`config.mk`:
```
export PLATFORM = sky130hd
export DESIGN_NAME = cpu19_fetch
export DESIGN_NICKNAME = d
export VERILOG_FILES = /design/src/rtl/cpu19_pkg.sv /design/src/rtl/cpu19_ret_stack.sv /design/src/rtl/cpu19_fetch.sv
export SDC_FILE = /design/constraint.sdc
export NUM_CORES = 2
export LEC_CHECK = 0
export ABC_CLOCK_PERIOD_IN_PS = 10400
export BUFFER_PORTS_ARGS = -buffer_cell sky130_fd_sc_hd__buf_2
export CAP_MARGIN = 0
export CORE_MARGIN = 4
export CORE_UTILIZATION = 27
export DETAILED_ROUTE_END_ITERATION = 12
export GPL_TIMING_DRIVEN = 0
export PLACE_DENSITY_LB_ADDON = 0.05
export REMOVE_ABC_BUFFERS = 1
export SLEW_MARGIN = 10
export SYNTH_ARGS = -nofsm -noshare
export SYNTH_HDL_FRONTEND = slang
export SYNTH_MEMORY_MAX_BITS = 65536
export SYNTH_SLANG_ARGS = --single-unit
```
`constraint.sdc`:
```
create_clock -name clk -period 10.4 [get_ports clk]
set_input_delay 1.56 -clock clk [delete_from_list [all_inputs] [get_ports clk]]
set_output_delay 1.56 -clock clk [all_outputs]
set_load 0.02 [all_outputs]
```
`src/rtl/cpu19_pkg.sv`:
```
// cpu19_pkg: shared widths, opcodes, redirect kinds and fetch state encoding for cpu19.
package cpu19_pkg;
    localparam int INSTR_W = 19;
    localparam logic [4:0] OP_ADD     = 5'b00000;
    localparam logic [4:0] OP_JMP     = 5'b01010;
    localparam logic [4:0] OP_CALL    = 5'b01101;
    localparam logic [4:0] OP_RET     = 5'b01110;
    localparam logic [4:0] OP_DECRYPT = 5'b10001;
    localparam logic [1:0] RK_JUMP = 2'b00;
    localparam logic [1:0] RK_CALL = 2'b01;
    localparam logic [1:0] RK_RET  = 2'b10;
    localparam logic [1:0] ST_IDLE    = 2'd0;
    localparam logic [1:0] ST_FETCH   = 2'd1;
    localparam logic [1:0] ST_PRESENT = 2'd2;
    localparam logic [1:0] ST_HALT    = 2'd3;
endpackage

```
`src/rtl/cpu19_ret_stack.sv`:
```
// cpu19_ret_stack: return-address LIFO; push on full and pop on empty are ignored.
module cpu19_ret_stack #(
    parameter int DEPTH = 8,
    parameter int W = 8,
    localparam int SPW = $clog2(DEPTH + 1),
    localparam int IW = $clog2(DEPTH)
) (
    input  logic           clk,
    input  logic           rst,
    input  logic           push,
    input  logic           pop,
    input  logic [W-1:0]   data,
    output logic [W-1:0]   top,
    output logic [SPW-1:0] sp,
    output logic           full,
    output logic           empty
);
    logic [W-1:0] mem [DEPTH];
    always_comb begin
        top = mem[IW'(sp - 1'b1)];
        full = sp == SPW'(DEPTH);
        empty = sp == '0;
    end
    always_ff @(posedge clk or negedge rst)
        if (!rst) sp <= '0;
        else if (push && !full) sp <= sp + 1'b1;
        else if (pop && !empty) sp <= sp - 1'b1;
    always_ff @(posedge clk)
        if (push && !full) mem[IW'(sp)] <= data;
endmodule

```
`src/rtl/cpu19_fetch.sv`:
```
// cpu19_fetch: instruction fetch stage with program memory, pc, redirects and return stack.
module cpu19_fetch #(
    parameter int ADDR_W = 8,
    parameter int INSTR_W = cpu19_pkg::INSTR_W,
    parameter int STACK_DEPTH = 8,
    localparam int SP_W = $clog2(STACK_DEPTH + 1)
) (
    input  logic               clk,
    input  logic               rst,
    input  logic               run,
    input  logic               prog_we,
    input  logic [ADDR_W-1:0]  prog_addr,
    input  logic [INSTR_W-1:0] prog_data,
    output logic [INSTR_W-1:0] instr,
    output logic [ADDR_W-1:0]  instr_pc,
    output logic               instr_valid,
    input  logic               instr_ready,
    input  logic               redir_valid,
    input  logic [1:0]         redir_kind,
    input  logic [13:0]        redir_target,
    output logic [SP_W-1:0]    sp,
    output logic               stack_fault,
    output logic               halted
);
    import cpu19_pkg::*;
    logic [INSTR_W-1:0] mem [2**ADDR_W];
    logic [1:0] state;
    logic [ADDR_W-1:0] pc, pc_inc, next_pc, top;
    logic accept, redir, is_call, is_ret, full, empty, fault, read;
    logic unused_target;
    assign unused_target = ^redir_target[13:ADDR_W];
    always_comb begin
        accept = state == ST_PRESENT && instr_ready;
        redir = accept && redir_valid;
        is_call = redir_kind == RK_CALL;
        is_ret = redir_kind == RK_RET;
        fault = redir && (is_call ? full : is_ret && empty);
        pc_inc = pc + 1'b1;
        next_pc = !accept ? pc : !redir_valid ? pc_inc : is_ret ? top : redir_target[ADDR_W-1:0];
        read = run && (state == ST_FETCH || (accept && !redir_valid));
    end
    cpu19_ret_stack #(.DEPTH(STACK_DEPTH), .W(ADDR_W)) u_stack (
        .clk(clk), .rst(rst), .push(redir && is_call), .pop(redir && is_ret),
        .data(pc_inc), .top(top), .sp(sp), .full(full), .empty(empty)
    );
    // A faulting call/return freezes pc and stack; only reset leaves HALT.
    always_ff @(posedge clk or negedge rst)
        if (!rst) begin
            state <= ST_IDLE;
            pc <= '0;
            instr <= '0;
            instr_pc <= '0;
        end else if (fault) state <= ST_HALT;
        else if (state != ST_HALT) begin
            pc <= next_pc;
            state <= !run ? ST_IDLE : (state == ST_IDLE || redir) ? ST_FETCH : ST_PRESENT;
            if (read) begin
                instr <= mem[next_pc];
                instr_pc <= next_pc;
            end
        end
    always_ff @(posedge clk)
        if (prog_we && !run && state != ST_HALT) mem[prog_addr] <= prog_data;
    assign instr_valid = state == ST_PRESENT;
    assign halted = state == ST_HALT;
    assign stack_fault = halted;
endmodule

```
==> out/metrics.yaml <==
fmax_mhz: 104
viasPerCell: 5.09
crit_path_max_incr_delay_ns: 1.17
ys_seq_area_share_pct: 75.8
synth_top_family_by_area: "simple AND/OR/NAND/NOR gates"
first_global_vias: 120000
power.internal_w: 0.0422
port_buffers: 76
die_x_um: 861
cts_tree: "yes"
period_minus_slack_ns: 9.58
seqPwrFrac_pct: 33.2
ys_types: 89
start_util_pct: 27.1
grt_busiest_layer: "met2"
synth_seq_cells: 4969
setup_viol: 0
critical_path.top_delay_family: "buffers and inverters"
critPathKind: "register to register"
critPathArrivalTime_ns: 10.44
avgSynthCellArea_um2: 14.6
numCtsBuffers: 592
finalCritPeriodShare_pct: 92.1
max_cap_viol_count: 0
crit_path_end: "instr[9]$_DFFE_PN0P_"
num-fill-cells: 69363
vias: 122967
grtUsageMet3_pct: 2.60
synthSimpleGateAreaFrac_pct: 11.4
cts_setup_buffers: 0
core-area_mm2: 0.726
ant_nets: 0
worst-path-stages: 26
htree_num_levels: 6
grt_pass1_wl_um: 1080000
grt_use_met2_pct: 34.0
syn_area_mm2: 0.197
grt_max_degree: 129
grtUsageMet1_pct: 30.1
outcome: "finished clean"
start_kind: "register"
rows: 313
path_max_fanout: 26
max-slew-margin-rel_pct: 4.08
p_comb_share_pct: 37.2
crit_path_end_kind: "register"
netSwitchingPower_w: 0.0251
critPathLaunch: "u_stack.sp[0]$_DFFE_PN0P_"
fin_nets: 14123
r2r-end: "instr[9]$_DFFE_PN0P_"
powerDensity_mw_per_mm2: 276
drtIter0Drc: 12121
cts.sinks: 4969
fin_worst_skew_ns: 0.0611
synthAdderAreaFrac_pct: 0.0254
holdCritPathClass: "primary input to asynchronous set/reset pin"
critPathBufInv: 16
synthCells: 13466
clkLatencyLatePin_ns: 1.11
ir_worst_vdd_mv: 0.191
power_frac_clock_pct: 29.6
cp_data_required_time_ns: 11.26
ctsResizeCount: 0
grt_overflow: 0
worst_pin_slew_ns: 1.42
wire_per_inst_um: 33.3
yosys_warnings: 0
dr.pass1.iters: 8
drive_gt1_share_pct: 15.5
r2r_start: "u_stack.sp[0]$_DFFE_PN0P_"
cp_slowest_cell: "o311ai_0"
fin_setup_tns_ns: 0
rsz0062_at_grt: "false"
synthToLayoutAreaGrowth_pct: 24.0
holdWs_ns: 0.384
grt_usage_pct: 21.1
synth_async_sr_flop_share_pct: 0.825
place_congestion: 0.741
hold_viol_final: 0
switching_share_pct: 37.3
p_leak_nw: 80.6
die_height_um: 861
clkTransAtPathRegs_ns: 0.06
final_util_pct: 33.6
synth_compound_area_share_pct: 5.70
r2r_setup_slack_ns: 0.82
drc: 0
root_buffer: "clkbuf_16"
wl_um: 806000
drv_slew: 0
boundaryPins: 83
detailed_place_hpwl_um: 551000
cp_common_cell: "buf_12"
clock_path_buffers: 4
synth_ff_type: "edfxtp_1"
rr_worst_depth: 26
synth-edff-count: 4928
post_synth_xor_area_fraction_pct: 0.0433
synth_mux_area_share_pct: 4.83
antenna_found_initial: 78
hold_buffers: 0
die_area_mm2: 0.742
-- cell type report --
| cell class | count | area [µm²] | share of cell area [%] |
|---|---|---|---|
| Timing Repair Buffer | 897 | 18400 | 7.55 |
| Tap cell | 9607 | 12000 | 4.93 |
| Sequential cell | 4969 | 149000 | 61.1 |
| Clock inverter | 279 | 2270 | 0.931 |
| Inverter | 16 | 60.1 | 0.0246 |
| Antenna cell | 40 | 100 | 0.0410 |
| Clock buffer | 777 | 16000 | 6.56 |
| Multi-Input combinational cell | 7594 | 46000 | 18.9 |
-- placed cells by master, fill, tap and decap left out, types with 108 or more instances in the layout --
| cell type | netlist | routed |
|---|---|---|
| o21ai_0 | 116 | 110 |
| buf_8 | 0 | 108 |
| edfxtp_1 | 4928 | 4928 |
| nor2_4 | 2 | 274 |
| mux2i_1 | 571 | 571 |
| a21oi_1 | 346 | 346 |
| clkbuf_16 | 0 | 612 |
| mux4_2 | 155 | 155 |
| buf_12 | 0 | 241 |
| clkbuf_1 | 251 | 159 |
| buf_16 | 0 | 389 |
| clkinv_1 | 0 | 144 |
| nand4_1 | 140 | 140 |
| nand3_1 | 1416 | 1402 |
| a31oi_1 | 251 | 251 |
| nand2_1 | 3152 | 3132 |
-- power by group through the flow --
stage,registers [W],logic [W],clock network [W]
after CTS,0.0224,0.0254,0.0204
after detailed placement,0.0228,0.0253,0
final,0.0224,0.0250,0.0199
after global routing,0.0224,0.0266,0.0213
after global placement,0.0229,0.0354,0
after floorplan,0.0227,0.0151,0
-- cell usage after synthesis, drive strengths merged, types with 37 or more instances --
master   number  area share, %
a32oi        87           0.39
buf         636            1.7
nor3         45           0.12
nand4       140           0.45
mux4        155            1.8
edfxtp     4928             75
o221ai       37           0.16
dfrtp        41           0.52
and3         86           0.27
mux2i       571            2.9
a221oi       98           0.44
a31oi       251           0.80
nor2        348           0.68
a211oi      100           0.39
o21ai       118           0.30
a22o         37           0.16
a2111oi      45           0.22
a32o         39           0.20
a21oi       346           0.88
o22ai        77           0.24
nand3      1417            3.6
a311oi       48           0.21
nand2      3153            6.0
o311ai       46           0.20
clkbuf      251           0.48
o211a        57           0.29
-- worst min-delay path by stage --
stage / slack (ns) / endpoint
after detailed placement: 0.47 / instr_pc[5]$_DFFE_PN0P_
after global placement: 0.46 / instr_pc[0]$_DFFE_PN0P_
after CTS: 0.27 / instr_pc[0]$_DFFE_PN0P_
after floorplan: 0.51 / pc[5]$_DFFE_PN0P_
after global routing: 0.35 / instr_pc[0]$_DFFE_PN0P_
final: 0.38 / instr_pc[0]$_DFFE_PN0P_
-- cell families after synthesis --
kind of cell	after synthesis
DFF	4969
and+or+nand+nor	5263
AOI/OAI and AO/OA	1567
muxes	752
adders and majority gates	4
buffers and inverters	903
xor gates and xnor gates	8
-- state kept, by name, summed over array words and instances (netlist names) --
| signal | flops |
|---|---|
| mem | 4864 |
| u_stack.mem | 64 |
| instr | 19 |
| instr_pc | 8 |
| pc | 8 |
| u_stack.sp | 4 |
| state | 2 |
-- metal layers --
layer,part of all wire [%],vias to the layer above
li1,-,52861
met1,46,65432
met2,46,3760
met3,5.0,910
met4,3.2,4
met5,0.0030,-
-- stage by stage --
step                      worst slack [ns]  instances  total power [W]  cell area [µm²]
final                                0.822      24179           0.0673           244000
after global placement             -318.37      22262           0.0583           205000
after floorplan                     -56.91      12579           0.0378           192000
after CTS                            0.772      24137           0.0682           244000
after global routing                 0.357      24141           0.0702           244000
after detailed placement             0.325      23081           0.0481           226000
Note: power is estimated with default switching activity, not from simulation.
